===== src/rtl/vga_pkg.sv =====
// Shared 640x480@60 timing constants, derived widths and common types
// for the VGA sync generator and its generation-tick controller.
package vga_pkg;

   localparam int H_VISIBLE = 640;
   localparam int H_FP      = 16;
   localparam int H_SYNC    = 96;
   localparam int H_BP      = 48;
   localparam int H_TOTAL   = 800;

   localparam int V_VISIBLE = 480;
   localparam int V_FP      = 10;
   localparam int V_SYNC    = 2;
   localparam int V_BP      = 33;
   localparam int V_TOTAL   = 525;

   localparam int H_W   = $clog2(H_TOTAL);
   localparam int V_W   = $clog2(V_TOTAL);
   localparam int X_W   = $clog2(H_VISIBLE);
   localparam int Y_W   = $clog2(V_VISIBLE);
   localparam int CNT_W = 8;

   // Sized boundary values so every decode compare is width-matched.
   localparam logic [H_W-1:0] H_VIS_LAST   = H_W'(H_VISIBLE - 1);
   localparam logic [H_W-1:0] H_SYNC_FIRST = H_W'(H_VISIBLE + H_FP);
   localparam logic [H_W-1:0] H_SYNC_LAST  = H_W'(H_VISIBLE + H_FP + H_SYNC - 1);
   localparam logic [H_W-1:0] H_LAST       = H_W'(H_TOTAL - 1);

   localparam logic [V_W-1:0] V_VIS_LAST   = V_W'(V_VISIBLE - 1);
   localparam logic [V_W-1:0] V_SYNC_FIRST = V_W'(V_VISIBLE + V_FP);
   localparam logic [V_W-1:0] V_SYNC_LAST  = V_W'(V_VISIBLE + V_FP + V_SYNC - 1);
   localparam logic [V_W-1:0] V_LAST       = V_W'(V_TOTAL - 1);
   localparam logic [V_W-1:0] V_VBLANK     = V_W'(V_VISIBLE);

   typedef enum logic {
      STEP_IDLE  = 1'b0,
      STEP_ARMED = 1'b1
   } step_state_t;

   typedef struct packed {
      logic           h_sync;
      logic           v_sync;
      logic           video_on;
      logic [X_W-1:0] pixel_x;
      logic [Y_W-1:0] pixel_y;
      logic           frame_start;
      logic           vblank_start;
   } sync_out_t;

endpackage


===== src/rtl/gen_tick_ctrl.sv =====
// Frame counter and single-step latch that decide when the Game-of-Life
// engine advances; genTick is registered to line up with vblankStart.
module gen_tick_ctrl
   import vga_pkg::*;
#(
   parameter int FRAMES_PER_GEN = 30
) (
   input  logic clk,
   input  logic rst,
   input  logic run,
   input  logic step,
   input  logic vblank_evt,
   output logic gen_tick
);

   localparam logic [CNT_W-1:0] LAST_FRAME = CNT_W'(FRAMES_PER_GEN - 1);

   logic [CNT_W-1:0] frame_cnt;
   logic [CNT_W-1:0] frame_cnt_next;
   step_state_t      step_state;
   step_state_t      step_state_next;
   logic             tick_next;

   always_ff @(posedge clk) begin
      if (rst) begin
         frame_cnt  <= '0;
         step_state <= STEP_IDLE;
         gen_tick   <= 1'b0;
      end else begin
         frame_cnt  <= frame_cnt_next;
         step_state <= step_state_next;
         gen_tick   <= tick_next;
      end
   end

   // Running drops any armed step; while paused a step tick leaves the count alone.
   always_comb begin
      frame_cnt_next  = frame_cnt;
      step_state_next = step_state;
      tick_next       = 1'b0;
      if (run) begin
         step_state_next = STEP_IDLE;
         if (vblank_evt) begin
            if (frame_cnt == LAST_FRAME) begin
               frame_cnt_next = '0;
               tick_next      = 1'b1;
            end else begin
               frame_cnt_next = frame_cnt + 1'b1;
            end
         end
      end else if (vblank_evt && (step_state == STEP_ARMED)) begin
         tick_next       = 1'b1;
         step_state_next = STEP_IDLE;
      end else if (step) begin
         step_state_next = STEP_ARMED;
      end
   end

endmodule


===== src/rtl/vga_sync_gen.sv =====
// Decodes externally supplied H/V counts into registered VGA sync, video
// and pulse outputs, and hosts the generation-tick controller.
module vga_sync_gen
   import vga_pkg::*;
#(
   parameter int FRAMES_PER_GEN = 30
) (
   input  logic           pixelClk,
   input  logic           rst,
   input  logic [H_W-1:0] hCount,
   input  logic [V_W-1:0] vCount,
   input  logic           run,
   input  logic           step,
   output logic           hSync,
   output logic           vSync,
   output logic           videoOn,
   output logic [X_W-1:0] pixelX,
   output logic [Y_W-1:0] pixelY,
   output logic           frameStart,
   output logic           vblankStart,
   output logic           genTick
);

   sync_out_t dec;
   sync_out_t out_q;
   logic      in_range;

   // Out-of-range counts must never pull a sync low, hence the in_range gate.
   always_comb begin
      dec              = '0;
      in_range         = (hCount <= H_LAST) && (vCount <= V_LAST);
      dec.video_on     = (hCount <= H_VIS_LAST) && (vCount <= V_VIS_LAST);
      dec.h_sync       = !(in_range && (hCount >= H_SYNC_FIRST) && (hCount <= H_SYNC_LAST));
      dec.v_sync       = !(in_range && (vCount >= V_SYNC_FIRST) && (vCount <= V_SYNC_LAST));
      dec.frame_start  = (hCount == '0) && (vCount == '0);
      dec.vblank_start = (hCount == '0) && (vCount == V_VBLANK);
      if (dec.video_on) begin
         dec.pixel_x = hCount[X_W-1:0];
         dec.pixel_y = vCount[Y_W-1:0];
      end
   end

   always_ff @(posedge pixelClk) begin
      if (rst) begin
         out_q        <= '0;
         out_q.h_sync <= 1'b1;
         out_q.v_sync <= 1'b1;
      end else begin
         out_q <= dec;
      end
   end

   gen_tick_ctrl #(
      .FRAMES_PER_GEN(FRAMES_PER_GEN)
   ) u_ctrl (
      .clk       (pixelClk),
      .rst       (rst),
      .run       (run),
      .step      (step),
      .vblank_evt(dec.vblank_start),
      .gen_tick  (genTick)
   );

   assign hSync       = out_q.h_sync;
   assign vSync       = out_q.v_sync;
   assign videoOn     = out_q.video_on;
   assign pixelX      = out_q.pixel_x;
   assign pixelY      = out_q.pixel_y;
   assign frameStart  = out_q.frame_start;
   assign vblankStart = out_q.vblank_start;

endmodule


===== config.mk =====
export PLATFORM = sky130hd
export DESIGN_NAME = vga_sync_gen
export DESIGN_NICKNAME = d
export VERILOG_FILES = /design/src/rtl/vga_pkg.sv /design/src/rtl/gen_tick_ctrl.sv /design/src/rtl/vga_sync_gen.sv
export SDC_FILE = /design/constraint.sdc
export NUM_CORES = 1
export LEC_CHECK = 0
export BUFFER_PORTS_ARGS = -buffer_cell sky130_fd_sc_hd__buf_2
export CAP_MARGIN = 20
export CORE_UTILIZATION = 47
export DETAILED_ROUTE_END_ITERATION = 12
export HOLD_SLACK_MARGIN = 0.02
export PLACE_DENSITY = 0.73
export SLEW_MARGIN = 20
export SYNTH_ARGS = -nofsm -noshare
export SYNTH_HDL_FRONTEND = slang
export SYNTH_HIERARCHICAL = 1
export SYNTH_SLANG_ARGS = --single-unit

===== constraint.sdc =====
create_clock -name pixelClk -period 1.8 [get_ports pixelClk]
set_input_delay 0.18 -clock pixelClk [delete_from_list [all_inputs] [get_ports pixelClk]]
set_output_delay 0.18 -clock pixelClk [all_outputs]
set_load 0.1 [all_outputs]

==> metrics.md, run 1 <==
| Metric | Value |
|---|---|
| Register area share after synthesis | `0.538` |
| First drt pass iteration count | `4` |
| Antenna cell count | `0` |
| Hold Startpoint | `hCount[2]` |
| Avg Synthesized Cell Area | `about 10 um^2` |
| Largest stage delay on the critical path | `approximately 500 ps` |
| Clk slew on worst S/H paths | `~90 ps` |
| First-pass GRT wire length | `around 4500 um` |
| Die Y | `between 50 and 60 um` |
| Post-synth EDFFs | `0` |
| Gr usage total | `0.234` |
| Max Slew Vio Count | `0` |
| Drt via density | `between 4 and 5` |
| Status | `finished clean` |
| Die width | `~54 um` |
| Hold Vio Cnt, Final | `0` |
| Clk_skew | `2.81 ps` |
| Flops & latches, synth | `34` |
| Clock Tree Buf Depth | `2` |
| Starting Density | `0.506` |
| Hold_buf cts | `0` |
| Final min period | `about 1500 ps` |
| Hold WS | `just over 60 ps` |
| Via total after detailed routing | `1100` |
| Initial antenna violation count | `0` |
| Worst Tran Pin Value | `~500 ps` |
| WHS Path Cells | `2` |
| Largest net degree at the start of global routing | `21` |
| Yosys top cell area share | `0.538` |
| CP max stage cell | `or4_4` |
| CTS tree | `yes` |
| R2R Setup Slk | `between 200 and 300 ps` |
| # nets final | `approximately 220` |
| Post-CTS Setup Bufs | `0` |
| Max_cap viols | `0` |
| Top cells by area, synth | `dfxtp_1, and2_1, a21oi_1, ha_1, nor4_1` |
| Drt wl/cell | `roughly 12 um` |
| Post-route ant nets | `0` |
| Vias in the first global route | `1053` |
| Synth Instances | `122` |
| Max H-tree Level | `2` |
| Asr flop ratio synth | `0` |
| Total grt overflow | `0` |
| Unrepaired setup endpoints after global routing | `no` |
| Crit-path cells | `buf_2 -> nor4_1 -> nand4_1 -> nor3_1 -> buf_4 -> nand4_4 -> or4_4 -> a21oi_2` |
| Post-Place Worst Slack | `-128 ps` |
| Total CTS buffers | `5` |
| Critical Path RT | `roughly 2100 ps` |
| Power Density | `831 nW/um^2` |
| Clk_lat worst skew | `between 300 and 400 ps` |
| Fin crit share | `0.856` |
| Netlist Area Pre-Place | `between 1000 and 1500 um^2` |
| Setup crit end kind | `register` |
| XOR/XNOR share of the synthesized area | `0.0138` |
| CP max FO | `6` |
| Reg2Reg Capture Point | `u_ctrl/frame_cnt[1]` |
| Placed cell area | `between 1500 and 2000 um^2` |
| Core area | `between 2000 and 2500 um^2` |
| Min-delay worst type | `primary input to register` |
| Drc violations | `0` |
| Post-detail-place hpwl | `around 2200 um` |
| Yosys cell types | `37` |
| Post-synth top flop | `dfxtp_1` |
| Number of placement rows | `18` |
| Post-route cell area | `between 1500 and 2000 um^2` |
| Reg2reg path depth | `5` |
| Syn-to-layout area delta | `35.8%` |
| Origin of the critical flop-to-flop path | `u_ctrl/frame_cnt[1]` |
| Post-synthesis compound-gate area fraction | `0.0979` |
| Layout Cells excl Fill | `around 220` |
| Setup violations, final | `0` |
| Final worst slack | `~260 ps` |
| Relative slew slack | `0.673` |
| Hold worst-path end | `pixelX[2]` |
| CP startpoint kind | `primary input` |
| Iter 0 DRT Violations | `14` |
| YS warnings | `6` |
| Largest family of logic cells by synthesized area | `simple AND/OR/NAND/NOR gates` |
| Die area | `approximately 2900 um^2` |
| Routed WL | `about 2800 um` |
| Max VDD drop | `~760 uV` |
| Area share of fa/ha/maj cells after synthesis | `0.0198` |
| RD Place Congestion | `between 0.8 and 0.9` |
| Clock root buffer | `clkbuf_4` |
| Post-synthesis mux area share | `0` |
| I/O pin count | `49` |
| Placed Cells | `214` |
| Simple-Gate Fraction of Synth Area | `0.304` |
| CTS resizes | `0` |
| Clock Sinks | `34` |
| CP Data Arrival Time | `1820 ps` |
| Highest clock rate | `about 650 MHz` |
| Share of cells above drive strength 1 | `0.432` |
| Port bufs | `48` |
| Post-synth top area cell | `dfxtp_1` |
| Pleak | `between 0.0007 and 0.0008 uW` |
| Synth Net Count | `148` |
| Setup CP Type | `primary input to register` |
## area by class of cell
class | instances | area, um^2
fill | 219 | 782
sequential | 34 | 681
multi-input combinational | 82 | 557
timing repair buffer | 66 | 375
clock buffer | 7 | 55.1
tap | 30 | 37.5
inverter | 2 | 7.51
clock inverter | 1 | 5.00
## sequential cells by signal, indices dropped and copies added (netlist names)
name / flops
u_ctrl/gen_tick: 1
u_ctrl/frame_cnt: 8
vSync: 1
frameStart: 1
videoOn: 1
pixelX: 10
hSync: 1
pixelY: 9
vblankStart: 1
u_ctrl/step_state: 1
## metrics by stage
step	setup TNS (ps)	utilization	power, uW
after floorplan	0	-	938
after CTS	0	0.687	1440
after global placement	-27.3	0.663	1020
after detailed placement	-444	0.663	1020
after global routing	0	0.687	1500
final	0	0.687	1430
## logic make-up (layout without fill, tap and decap cells)
logic type               count (synthesis)  after routing
AND/OR/NAND/NOR                         59             59
flip-flops                              34             34
AO/OA/AOI/OAI                           19             19
buffers and inverters                    6             76
adder cells (fa/ha/maj)                  2              2
XOR/XNOR                                 2              2
## routing by layer
layer  vias to the layer above  GRT usage  share of wire
li1                        576          -              -
met1                       495      0.268           0.44
met2                        25      0.366           0.49
met3                         4      0.105          0.053
met4                         0      0.114          0.019
met5                         -          0              0
## power breakdown
group | switching, uW | leakage [uW] | internal [uW] | total [uW]
Sequential | 4.11 | 0.000276 | 768 | 772
Clock | 237 | 0.0000353 | 189 | 426
Combinational | 166 | 0.000484 | 63.1 | 229
Total | 407 | 0.000795 | 1020 | 1430
## synth_stat cells (2+ instances only)
cell / count
nor3_1: 4
and2_1: 19
o21ai_0: 4
nand2_1: 5
inv_1: 2
nor2_1: 4
nand4_1: 3
ha_1: 2
o21ai_1: 2
clkbuf_1: 2
or3_2: 2
or3_1: 3
nand3_1: 3
dfxtp_1: 34
nor4_1: 4
o31ai_1: 2
or4_4: 2
a21oi_1: 5
nor4bb_1: 2
## placed cells by master (no fill, tap or decap), types with 2 or more instances in the layout
cell type	n
buf_2	48
dfxtp_1	34
and2_1	19
buf_4	18
nand2_1	5
clkbuf_4	5
a21oi_1	5
nor4_1	4
nor3_1	4
nor2_1	4
o21ai_0	4
nand4_1	3
nand3_1	3
or3_1	3
o21ai_1	2
or4_4	2
o31ai_1	2
inv_1	2
or3_2	2
ha_1	2
## critical path: cells and delay by family
kind	cells	cell delay, ps
buf+inv	2	260
simple gates	5	1250
compound gates	1	130
## worst max-delay path by stage
| stage | slack (ps) | endpoint | depth (start not counted) | from |
|---|---|---|---|---|
| detailed placement | -130 | u_ctrl/frame_cnt[7] | 8 | vCount[2] |
| global route | 130 | u_ctrl/frame_cnt[7] | 8 | hCount[6] |
| CTS | 230 | u_ctrl/frame_cnt[7] | 8 | vCount[2] |
| global placement | -30 | u_ctrl/frame_cnt[7] | 8 | hCount[3] |
| finish | 260 | u_ctrl/frame_cnt[7] | 8 | vCount[2] |
| floorplan | 110 | u_ctrl/frame_cnt[7] | 7 | hCount[3] |
Power figures use the tool's default switching activity.
==> run 2, diff against run 1 <==
Settings changed: ABC_AREA from default to 1, CAP_MARGIN 20 to 40, CORE_UTILIZATION 47 to 48.
==> metrics.md, run 2 <==
| Metric | Value |
|---|---|
| Total grt overflow | `0` |
| Register area share after synthesis | `0.484` |
| Top-count cell post-synth | `dfxtp_1` |
| Max H-tree Level | `2` |
| RD Place Congestion | `~0.84` |
| Post-synth EDFFs | `0` |
| Max_cap viols | `0` |
| Synth Net Count | `about 200` |
| Post-CTS Setup Bufs | `0` |
| Largest net degree at the start of global routing | `21` |
| R2R Setup Slk | `roughly 640 ps` |
| Post-route ant nets | `0` |
| CTS resizes | `0` |
| Total CTS buffers | `5` |
| First-pass GRT wire length | `4580 um` |
| Starting Density | `0.510` |
| Netlist Area Pre-Place | `about 1400 um^2` |
| Top post-synthesis cells by count | `dfxtp_1, inv_1, nand2_1` |
| Core area | `2760 um^2` |
| Port bufs | `48` |
| Syn-to-layout area delta | `22.8%` |
| Drc violations | `0` |
| Synth Instances | `~180` |
| Yosys top cell area share | `0.484` |
| Critical Path RT | `approximately 2000 ps` |
| Reg2Reg Capture Point | `u_ctrl/frame_cnt[3]` |
| Number of placement rows | `19` |
| Setup violations, final | `0` |
| Clock Sinks | `34` |
| Origin of the critical flop-to-flop path | `u_ctrl/frame_cnt[0]` |
| Clock root buffer | `clkbuf_4` |
| Critical Path Source | `hCount[5]` |
| Yosys cell types | `21` |
| I/O pin count | `roughly 50` |
| Share of cells above drive strength 1 | `0.394` |
| Relative slew slack | `0.615` |
| CTS tree | `yes` |
| Die Y | `roughly 56 um` |
| Die area | `around 3100 um^2` |
| Hold Startpoint | `run` |
| Unrepaired setup endpoints after global routing | `no` |
| Max reg flops | `10` |
| Setup CP Type | `primary input to register` |
| Asr flop ratio synth | `0` |
| Final min period | `around 1400 ps` |
| Post-synth top area cell | `dfxtp_1` |
| Most common cell after layout, fill and taps aside | `buf_2` |
| Total power | `between 1000 and 1500 uW` |
| Drt wl/cell | `around 10 um` |
| Status | `finished clean` |
| WHS Path Cells | `2` |
| Die width | `56.1 um` |
| # nets final | `roughly 260` |
| Hold worst-path end | `u_ctrl/step_state` |
| CP startpoint kind | `primary input` |
| Avg Synthesized Cell Area | `~8 um^2` |
| Clk_lat worst skew | `roughly 330 ps` |
| Via total after detailed routing | `between 1000 and 1500` |
| Gr usage total | `0.190` |
| Pleak | `~0.00087 uW` |
| Iter 0 DRT Violations | `20` |
| Initial antenna violation count | `0` |
| Top cells by area, synth | `dfxtp_1, nor2_2, inv_1, nand2_1, nor2_1` |
| Flops & latches, synth | `34` |
| First drt pass iteration count | `4` |
| Post-detail-place hpwl | `around 2100 um` |
| CP Data Arrival Time | `roughly 1600 ps` |
| Reg2reg path depth | `6` |
| Hold_buf cts | `0` |
| Worst Tran Pin Value | `between 500 and 600 ps` |
| CP max FO | `6` |
| YS warnings | `6` |
| Setup crit end kind | `register` |
| Clk_skew | `around 9.0 ps` |
| Drt via density | `4.57` |
| Routed WL | `between 2000 and 3000 um` |
| Antenna cell count | `0` |
| Clock Tree Buf Depth | `2` |
| Clk slew on worst S/H paths | `around 110 ps` |
| Post-synth top flop | `dfxtp_1` |
| Setup TNS | `0 ps` |
| Highest clock rate | `~740 MHz` |
| Hold Vio Cnt, Final | `0` |
| Most frequent cells in the layout | `buf_2, dfxtp_1, inv_1` |
| Max Slew Vio Count | `0` |
| Vias in the first global route | `approximately 1100` |
| Fin crit share | `0.750` |
| Power Density | `836 nW/um^2` |
| Max VDD drop | `approximately 650 uV` |
| Min-delay worst type | `primary input to register` |
run 2: area by class of cell:
cell class / count / area (um^2)
clock buffers: 6 / 51.3
repair buffers: 48 / 240
multi-input cells: 106 / 571
well taps: 31 / 38.8
fillers: 260 / 1030
flip-flops and latches: 34 / 681
clock inverters: 2 / 12.5
inverters: 35 / 131
run 2: worst max-delay path, cell delays in order:
cell,delay [ps]
buf_2,110
nor2_1,130
nand4_1,150
nor2_1,110
nand2_1,70
nor2_1,200
nand2_2,140
inv_1,140
nand3_1,140
nand2_2,140
nor2_1,60
run 2: report_power, final:
group	internal, uW	leakage, uW	switching (uW)
clock	188	0.0000343	256
sequential	768	0.000276	3.90
combinational	47.7	0.000558	179
run 2: logic make-up (layout without fill, tap and decap cells):
| kind of cell | after synthesis | in the layout | share of synthesized area |
|---|---|---|---|
| and+or+nand+nor | 90 | 90 | 0.322 |
| buffers and inverters | 37 | 91 | 0.110 |
| xor gates and xnor gates | 4 | 4 | 0.0249 |
| adders and majority gates | 2 | 2 | 0.0178 |
| DFF | 34 | 34 | 0.484 |
| AOI/OAI and AO/OA | 10 | 10 | 0.0410 |
run 2: per-layer routing:
layer  vias up  wire length (um)  global-route usage
li1        641                 -                   -
met1       518              1230               0.223
met2        35              1280               0.311
met3         4               167              0.0744
met4         0                35              0.0697
met5         -                 0                   0
run 2: stage by stage:
stage | worst slack, ps | std cells | area (um^2) | hold slack (ps) | utilization
2_1_floorplan | 440 | 177 | 1410 | 249 | -
3_3_place_gp | 136 | 254 | 1660 | 415 | 0.603
3_5_place_dp | 103 | 254 | 1660 | 414 | 0.603
4_1_cts | 452 | 262 | 1730 | 44.3 | 0.626
5_1_grt | 223 | 262 | 1730 | 45.3 | 0.626
6_report | 450 | 262 | 1730 | 55.9 | 0.626
run 2: worst max path at each step:
| stage | depth (start not counted) | endpoint | slack, ps |
|---|---|---|---|
| 6_report | 11 | u_ctrl/frame_cnt[3] | 450 |
| 5_1_grt | 11 | u_ctrl/frame_cnt[3] | 220 |
| 4_1_cts | 11 | u_ctrl/frame_cnt[4] | 450 |
| 3_5_place_dp | 11 | u_ctrl/frame_cnt[5] | 100 |
| 3_3_place_gp | 11 | u_ctrl/frame_cnt[4] | 140 |
| 2_1_floorplan | 10 | u_ctrl/frame_cnt[3] | 440 |
